==> src/rtl/zmod_adc_spi_pkg.sv <==
// Shared types and constants for the AD9648 3-wire SPI configuration controller.
// The frame builder forces W1W0 to 00 so every transfer is a single-byte access.
package zmod_adc_spi_pkg;

    typedef enum logic [1:0] {
        IDLE  = 2'd0,
        SHIFT = 2'd1,
        HOLD  = 2'd2,
        GAP   = 2'd3
    } state_t;

    localparam int FRAME_BITS = 24;
    localparam int INSTR_BITS = 16;
    localparam int DATA_BITS  = 8;
    localparam int RW_BIT     = 23;
    localparam int ADDR_MSB   = 20;
    localparam int ADDR_LSB   = 8;

    function automatic logic [FRAME_BITS-1:0] build_frame(
        input logic                     rd,
        input logic [ADDR_MSB-ADDR_LSB:0] addr,
        input logic [DATA_BITS-1:0]     data
    );
        logic [DATA_BITS-1:0] payload;
        if (rd) begin
            payload = {DATA_BITS{1'b0}};
        end else begin
            payload = data;
        end
        return {rd, 2'b00, addr, payload};
    endfunction

endpackage

==> src/rtl/zmod_adc_spi_tick.sv <==
// SPI phase timer: emits a one-cycle strobe at the end of every CLK_DIV-cycle phase.
// Cleared to a full phase whenever a new frame starts or the block is reset.
module zmod_adc_spi_tick #(
    parameter int unsigned CLK_DIV = 4
) (
    input  logic clk_i,
    input  logic clr_i,
    input  logic en_i,
    output logic tick_o
);

    localparam logic [7:0] RELOAD = 8'(CLK_DIV - 32'd1);

    logic [7:0] cnt_q;
    logic [7:0] cnt_d;

    // next phase count
    always_comb begin
        cnt_d = cnt_q;
        if (clr_i) begin
            cnt_d = RELOAD;
        end else if (en_i) begin
            if (cnt_q == 8'd0) begin
                cnt_d = RELOAD;
            end else begin
                cnt_d = cnt_q - 8'd1;
            end
        end else begin
            cnt_d = cnt_q;
        end
    end

    // phase counter register
    always_ff @(posedge clk_i) begin
        cnt_q <= cnt_d;
    end

    assign tick_o = en_i && (cnt_q == 8'd0);

endmodule

==> src/rtl/zmod_adc_spi.sv <==
// AXI4-Stream to 3-wire SPI bridge for AD9648 register access.
// Reads release sdio for the data byte and return the captured byte on m_axis.
module zmod_adc_spi
    import zmod_adc_spi_pkg::*;
#(
    parameter int unsigned CLK_DIV = 4
) (
    input  logic        aclk,
    input  logic        areset,
    input  logic [23:0] s_axis_tdata,
    input  logic        s_axis_tvalid,
    output logic        s_axis_tready,
    output logic [7:0]  m_axis_tdata,
    output logic        m_axis_tvalid,
    input  logic        m_axis_tready,
    output logic        spi_sclk,
    output logic        spi_cs_n,
    output logic        spi_sdio_o,
    output logic        spi_sdio_t,
    input  logic        spi_sdio_i
);

    localparam logic [4:0] LAST_BIT   = 5'(FRAME_BITS - 1);
    localparam logic [4:0] LAST_INSTR = 5'(INSTR_BITS - 1);
    localparam logic [4:0] FIRST_DATA = 5'(INSTR_BITS);

    state_t                  state_q, state_d;
    logic [FRAME_BITS-1:0]   shreg_q, shreg_d;
    logic [4:0]              bit_q, bit_d;
    logic                    sclk_q, sclk_d;
    logic                    cs_n_q, cs_n_d;
    logic                    sdio_t_q, sdio_t_d;
    logic                    rd_q, rd_d;
    logic [DATA_BITS-1:0]    rx_q, rx_d;
    logic [DATA_BITS-1:0]    mdata_q, mdata_d;
    logic                    mvalid_q, mvalid_d;
    logic                    accept_s;
    logic                    tick_s;
    logic                    unused_s;

    assign unused_s      = ^s_axis_tdata[22:21];
    assign s_axis_tready = (state_q == IDLE) && !mvalid_q && !areset;
    assign accept_s      = s_axis_tvalid && s_axis_tready;

    zmod_adc_spi_tick #(
        .CLK_DIV (CLK_DIV)
    ) u_tick (
        .clk_i  (aclk),
        .clr_i  (areset || accept_s),
        .en_i   (state_q != IDLE),
        .tick_o (tick_s)
    );

    // frame sequencing, shifting, capture and result hand-off
    always_comb begin
        state_d  = state_q;
        shreg_d  = shreg_q;
        bit_d    = bit_q;
        sclk_d   = sclk_q;
        cs_n_d   = cs_n_q;
        sdio_t_d = sdio_t_q;
        rd_d     = rd_q;
        rx_d     = rx_q;
        mdata_d  = mdata_q;
        mvalid_d = mvalid_q;
        if (mvalid_q && m_axis_tready) begin
            mvalid_d = 1'b0;
        end else begin
            mvalid_d = mvalid_q;
        end
        case (state_q)
            IDLE: begin
                if (accept_s) begin
                    state_d  = SHIFT;
                    shreg_d  = build_frame(s_axis_tdata[RW_BIT],
                                           s_axis_tdata[ADDR_MSB:ADDR_LSB],
                                           s_axis_tdata[DATA_BITS-1:0]);
                    bit_d    = 5'd0;
                    sclk_d   = 1'b0;
                    cs_n_d   = 1'b0;
                    sdio_t_d = 1'b0;
                    rd_d     = s_axis_tdata[RW_BIT];
                    rx_d     = {DATA_BITS{1'b0}};
                end else begin
                    state_d = IDLE;
                end
            end
            SHIFT: begin
                if (tick_s) begin
                    if (!sclk_q) begin
                        sclk_d = 1'b1;
                        if (rd_q && (bit_q >= FIRST_DATA)) begin
                            rx_d = {rx_q[DATA_BITS-2:0], spi_sdio_i};
                        end else begin
                            rx_d = rx_q;
                        end
                    end else begin
                        sclk_d  = 1'b0;
                        shreg_d = {shreg_q[FRAME_BITS-2:0], 1'b0};
                        if (bit_q == LAST_BIT) begin
                            state_d = HOLD;
                        end else begin
                            bit_d = bit_q + 5'd1;
                            // the ADC takes over sdio from the first data bit onward
                            if (rd_q && (bit_q == LAST_INSTR)) begin
                                sdio_t_d = 1'b1;
                            end else begin
                                sdio_t_d = sdio_t_q;
                            end
                        end
                    end
                end else begin
                    state_d = SHIFT;
                end
            end
            HOLD: begin
                if (tick_s) begin
                    state_d = GAP;
                    cs_n_d  = 1'b1;
                    if (rd_q) begin
                        mvalid_d = 1'b1;
                        mdata_d  = rx_q;
                    end else begin
                        mdata_d = mdata_q;
                    end
                end else begin
                    state_d = HOLD;
                end
            end
            GAP: begin
                if (tick_s) begin
                    state_d  = IDLE;
                    sdio_t_d = 1'b1;
                end else begin
                    state_d = GAP;
                end
            end
            default: begin
                state_d = IDLE;
            end
        endcase
    end

    // state and output registers
    always_ff @(posedge aclk) begin
        if (areset) begin
            state_q  <= IDLE;
            shreg_q  <= {FRAME_BITS{1'b0}};
            bit_q    <= 5'd0;
            sclk_q   <= 1'b0;
            cs_n_q   <= 1'b1;
            sdio_t_q <= 1'b1;
            rd_q     <= 1'b0;
            rx_q     <= {DATA_BITS{1'b0}};
            mdata_q  <= {DATA_BITS{1'b0}};
            mvalid_q <= 1'b0;
        end else begin
            state_q  <= state_d;
            shreg_q  <= shreg_d;
            bit_q    <= bit_d;
            sclk_q   <= sclk_d;
            cs_n_q   <= cs_n_d;
            sdio_t_q <= sdio_t_d;
            rd_q     <= rd_d;
            rx_q     <= rx_d;
            mdata_q  <= mdata_d;
            mvalid_q <= mvalid_d;
        end
    end

    assign spi_sclk      = sclk_q;
    assign spi_cs_n      = cs_n_q;
    assign spi_sdio_o    = shreg_q[FRAME_BITS-1];
    assign spi_sdio_t    = sdio_t_q;
    assign m_axis_tdata  = mdata_q;
    assign m_axis_tvalid = mvalid_q;

endmodule
==> config.mk <==
export PLATFORM = sky130hd
export DESIGN_NAME = zmod_adc_spi
export DESIGN_NICKNAME = d
export VERILOG_FILES = /design/src/rtl/zmod_adc_spi_pkg.sv /design/src/rtl/zmod_adc_spi_tick.sv /design/src/rtl/zmod_adc_spi.sv
export SDC_FILE = /design/constraint.sdc
export NUM_CORES = 1
export LEC_CHECK = 0
export ABC_CLOCK_PERIOD_IN_PS = 3000
export CAP_MARGIN = 20
export CELL_PAD_IN_SITES_DETAIL_PLACEMENT = 0
export CELL_PAD_IN_SITES_GLOBAL_PLACEMENT = 1
export CORE_ASPECT_RATIO = 0.5
export CORE_MARGIN = 2
export CORE_UTILIZATION = 42
export CTS_CLUSTER_SIZE = 28
export DETAILED_ROUTE_END_ITERATION = 12
export MAX_ROUTING_LAYER = met4
export PLACE_DENSITY_LB_ADDON = 0.05
export SLEW_MARGIN = 30
export SYNTH_ARGS = -nofsm -noshare
export SYNTH_HDL_FRONTEND = slang
export SYNTH_SLANG_ARGS = --single-unit
==> constraint.sdc <==
create_clock -name aclk -period 3 [get_ports aclk]
set_input_delay 0.6 -clock aclk [delete_from_list [all_inputs] [get_ports aclk]]
set_output_delay 0.6 -clock aclk [all_outputs]
set_load 0.005 [all_outputs]
==> key figures <==
Status
  – Outcome: complete, no violations

Min path
  – Min-Delay Path Class: reg2reg

CTS
  – Postcts setup bufs: 0
  – Max clock buf depth: 2
  – CTS buffer count: 9
  – Clk slew on worst S/H paths: about 50 ps
  – Clk sinks: 60
  – Clock Tree Root: clkbuf_16
  – CTS tree: yes
  – H-tree level count: 3
  – Post-cts sizing count: 0
  – Clk Latency, worst-skew pair: approximately 330 ps
  – Hold-fix buffers at CTS: 0

Critical path
  – Worst path slowest cell: clkdlybuf4s50_1
  – Critical Path AT: 2000 ps
  – Bufs and invs on worst path: 3
  – CP max FO: 8
  – Kind of critical path: reg2out
  – Top delay family on crit path: buffers and inverters
  – Worst path cell trace: inv_1 -> ha_1 -> inv_1 -> nor3_1 -> clkdlybuf4s50_1
  – Critical Path Sink Type: output pin
  – CP Launch Type: flip-flop
  – WP data required: approximately 2400 ps
  – Most used cell, CP: inv_1
  – Critical Path Max Stage Delay: between 500 and 600 ps

Synth
  – Syn avg cell area: around 9.5 µm²
  – Post-synth top area cell: dfxtp_1
  – Synth Instances: approximately 320
  – Cell variety after synth: 49
  – Async SR Flop Fraction: 0%
  – Seq/Total Area, Yosys: between 30% and 40%
  – Syn Nets: roughly 360
  – Synth top area share: approximately two fifths
  – Top cells by count, synth: dfxtp_1 (60), nor2_1 (26), a31oi_1 (25), mux2i_1 (25), a21oi_1 (19)
  – Post-synth EDFFs: 0
  – Area contributors post-synth: dfxtp_1 (39%), mux2i_1 (8.2%), a211oi_2 (7.4%), a31oi_1 (5.1%), ha_1 (3.7%)
  – Mapped Area: about 3100 µm²
  – Main synth FF type: dfxtp_1
  – #FFs+latches synth: 60
  – Yosys Warn Count: 0
  – Most frequent cell after synthesis: dfxtp_1

STA
  – Final setup fails: 0
  – Final Max Tran Viols: 0
  – Min Tclk post-route: ~2600 ps
  – RSZ-0062 raised after global routing: no
  – Worst Clk Skew: approximately 2.9 ps
  – Hold Vio Cnt, Final: 0
  – Maximum clock rate: between 300 and 400 MHz
  – Slew margin rel.: roughly 54%
  – TNS Setup: 0 ps
  – Fin crit share: around 87%
  – Slew @ Worst Pin: about 680 ps

Place
  – DP Area: ~3500 µm²
  – Placed cell count: about 440
  – Buffers on Ports: 40
  – Detailed placement HPWL: 4680 µm
  – Gpl congestion: 0.8179

Cells and area
  – Fillers: about 630
  – Final nets: approximately 400
  – Diodes inserted: 0
  – Post-layout instance count excluding filler cells: between 400 and 500
  – Area delta synth->final: 23.42%
  – Design area: between 3000 and 4000 µm²
  – Share of cells above drive strength 1: between 10 and 15%

Routing
  – Routed vias: roughly 2600
  – Number of DRC violations after detailed-routing iteration 0: 264
  – Vias per cell: 5.657
  – Routed Antenna Nets: 0
  – Drt wl/cell: ~16 µm
  – Detailed Route WL: roughly 7000 µm
  – Initial DRT Pass Iterations: 4
  – # DRC: 0

Global routing
  – Total grt overflow: 0
  – Largest net degree at the start of global routing: 37
  – Gr usage total: 20.23%
  – First-pass GRT wire length: approximately 13000 µm
  – Initial antenna violation count: 0
  – Vias in the first global route: 2608

Pwr
  – Seq pwr share: ~43%
  – Internal: around 1500 µW
  – Net Switching: 478.8 µW
  – Clock power share: a little under half
  – Pleak: roughly 0.0013 µW
  – Logic gate share of total power: about an eighth
  – Peak VDD IR: 0.3281 mV
  – Sw Share: between 20% and 30%
  – Pwr/cell area: around 530 nW/µm²

Floorplan
  – Site Rows: 21
  – Die Area: 8014 µm²
  – Core area: between 6000 and 7000 µm²
  – Starting Density: between 40 and 50%
  – Die span in x: around 120 µm
  – Die height: roughly 64 µm
  – Top-Level Pins: 43

Job
  – Max-Cap Viols: 0
worst reg2reg max path, stage by stage, from the launching register on:
cell and delay, ps:
dfxtp_1 380, inv_1 100, ha_1 320, or4b_1 730, o41a_2 580, o21ai_0 190
a21oi_1 90
sequential cells by signal, summed over array words and instances, names as in the netlist:
signal / cells
bit_q: 5
m_axis_tvalid: 1
rx_q: 8
state_q: 2
m_axis_tdata: 8
spi_sclk: 1
u_tick.cnt_q: 8
shreg_q: 24
rd_q: 1
spi_cs_n: 1
spi_sdio_t: 1
metal layers:
metal	track usage [%]	up-vias	wire, µm
met5	-	-	0
met4	6.461	0	65
met3	7.119	7	415
met2	29.71	62	3040
met1	26.15	1222	3566
li1	-	1283	-
per-stage QoR:
stage | utilization (%) | setup WS (ps) | power [µW] | hold slack (ps)
5_1_grt | 54.99 | 235.0 | 2084 | 504.4
4_1_cts | 54.99 | 362.1 | 2007 | 472.8
2_1_floorplan | - | 846.3 | 1024 | 435.2
6_report | 54.99 | 403.6 | 1985 | 468.0
3_5_place_dp | 51.23 | 471.9 | 1102 | 466.1
3_3_place_gp | 51.23 | 544.8 | 1097 | 442.6
layout make-up:
type	count	area, µm²	share of cell area [%]
Clock buffer	11	242.7	6.437
Clock inverter	3	15.01	0.3981
Inverter	11	41.29	1.095
Multi-Input combinational cell	225	1663	44.09
Sequential cell	60	1201	31.85
Tap cell	92	115.1	3.052
Timing Repair Buffer	53	493.0	13.07
worst paths after layout:
path,start,endpoint,slack [ps],cells past startpoint
setup / recovery,state_q[0],s_axis_tready,400,5
hold / removal,shreg_q[0],shreg_q[0],470,2
setup reg to reg,state_q[0],rx_q[6],470,6
hold reg to reg,shreg_q[0],shreg_q[0],470,2
cells by family (layout without fill, tap and decap cells):
| logic type | after synthesis | after routing | share of synthesized area (%) |
|---|---|---|---|
| buffers and inverters | 36 | 78 | 6.552 |
| AND/OR/NAND/NOR | 83 | 83 | 15.52 |
| adder cells (fa/ha/maj) | 9 | 9 | 3.686 |
| AO/OA/AOI/OAI | 101 | 101 | 24.73 |
| multiplexers | 25 | 25 | 8.190 |
| flip-flops | 60 | 60 | 39.31 |
| XOR/XNOR | 7 | 7 | 2.007 |
power by group through the flow:
| stage | combinational (µW) | clock [µW] | sequential (µW) |
|---|---|---|---|
| after floorplan | 163 | 0 | 861 |
| after global placement | 232 | 0 | 865 |
| after detailed placement | 236 | 0 | 866 |
| after CTS | 237 | 920 | 850 |
| after global routing | 258 | 973 | 853 |
| final | 235 | 900 | 850 |
placed cells by master, fill, tap and decap left out, types with 4 or more instances in the layout:
cell type / n
ha_1: 8
mux2i_1: 25
nor4_1: 4
nor2_1: 26
buf_4: 13
a22oi_1: 7
dfxtp_1: 60
a21oi_1: 19
nor3_1: 4
o21ai_0: 15
nand3_1: 4
clkbuf_16: 9
inv_1: 11
nand2_1: 14
xor2_1: 4
clkdlybuf4s50_1: 39
nand4_1: 12
a31oi_1: 25
a211oi_2: 18
Power figures use the tool's default switching activity.
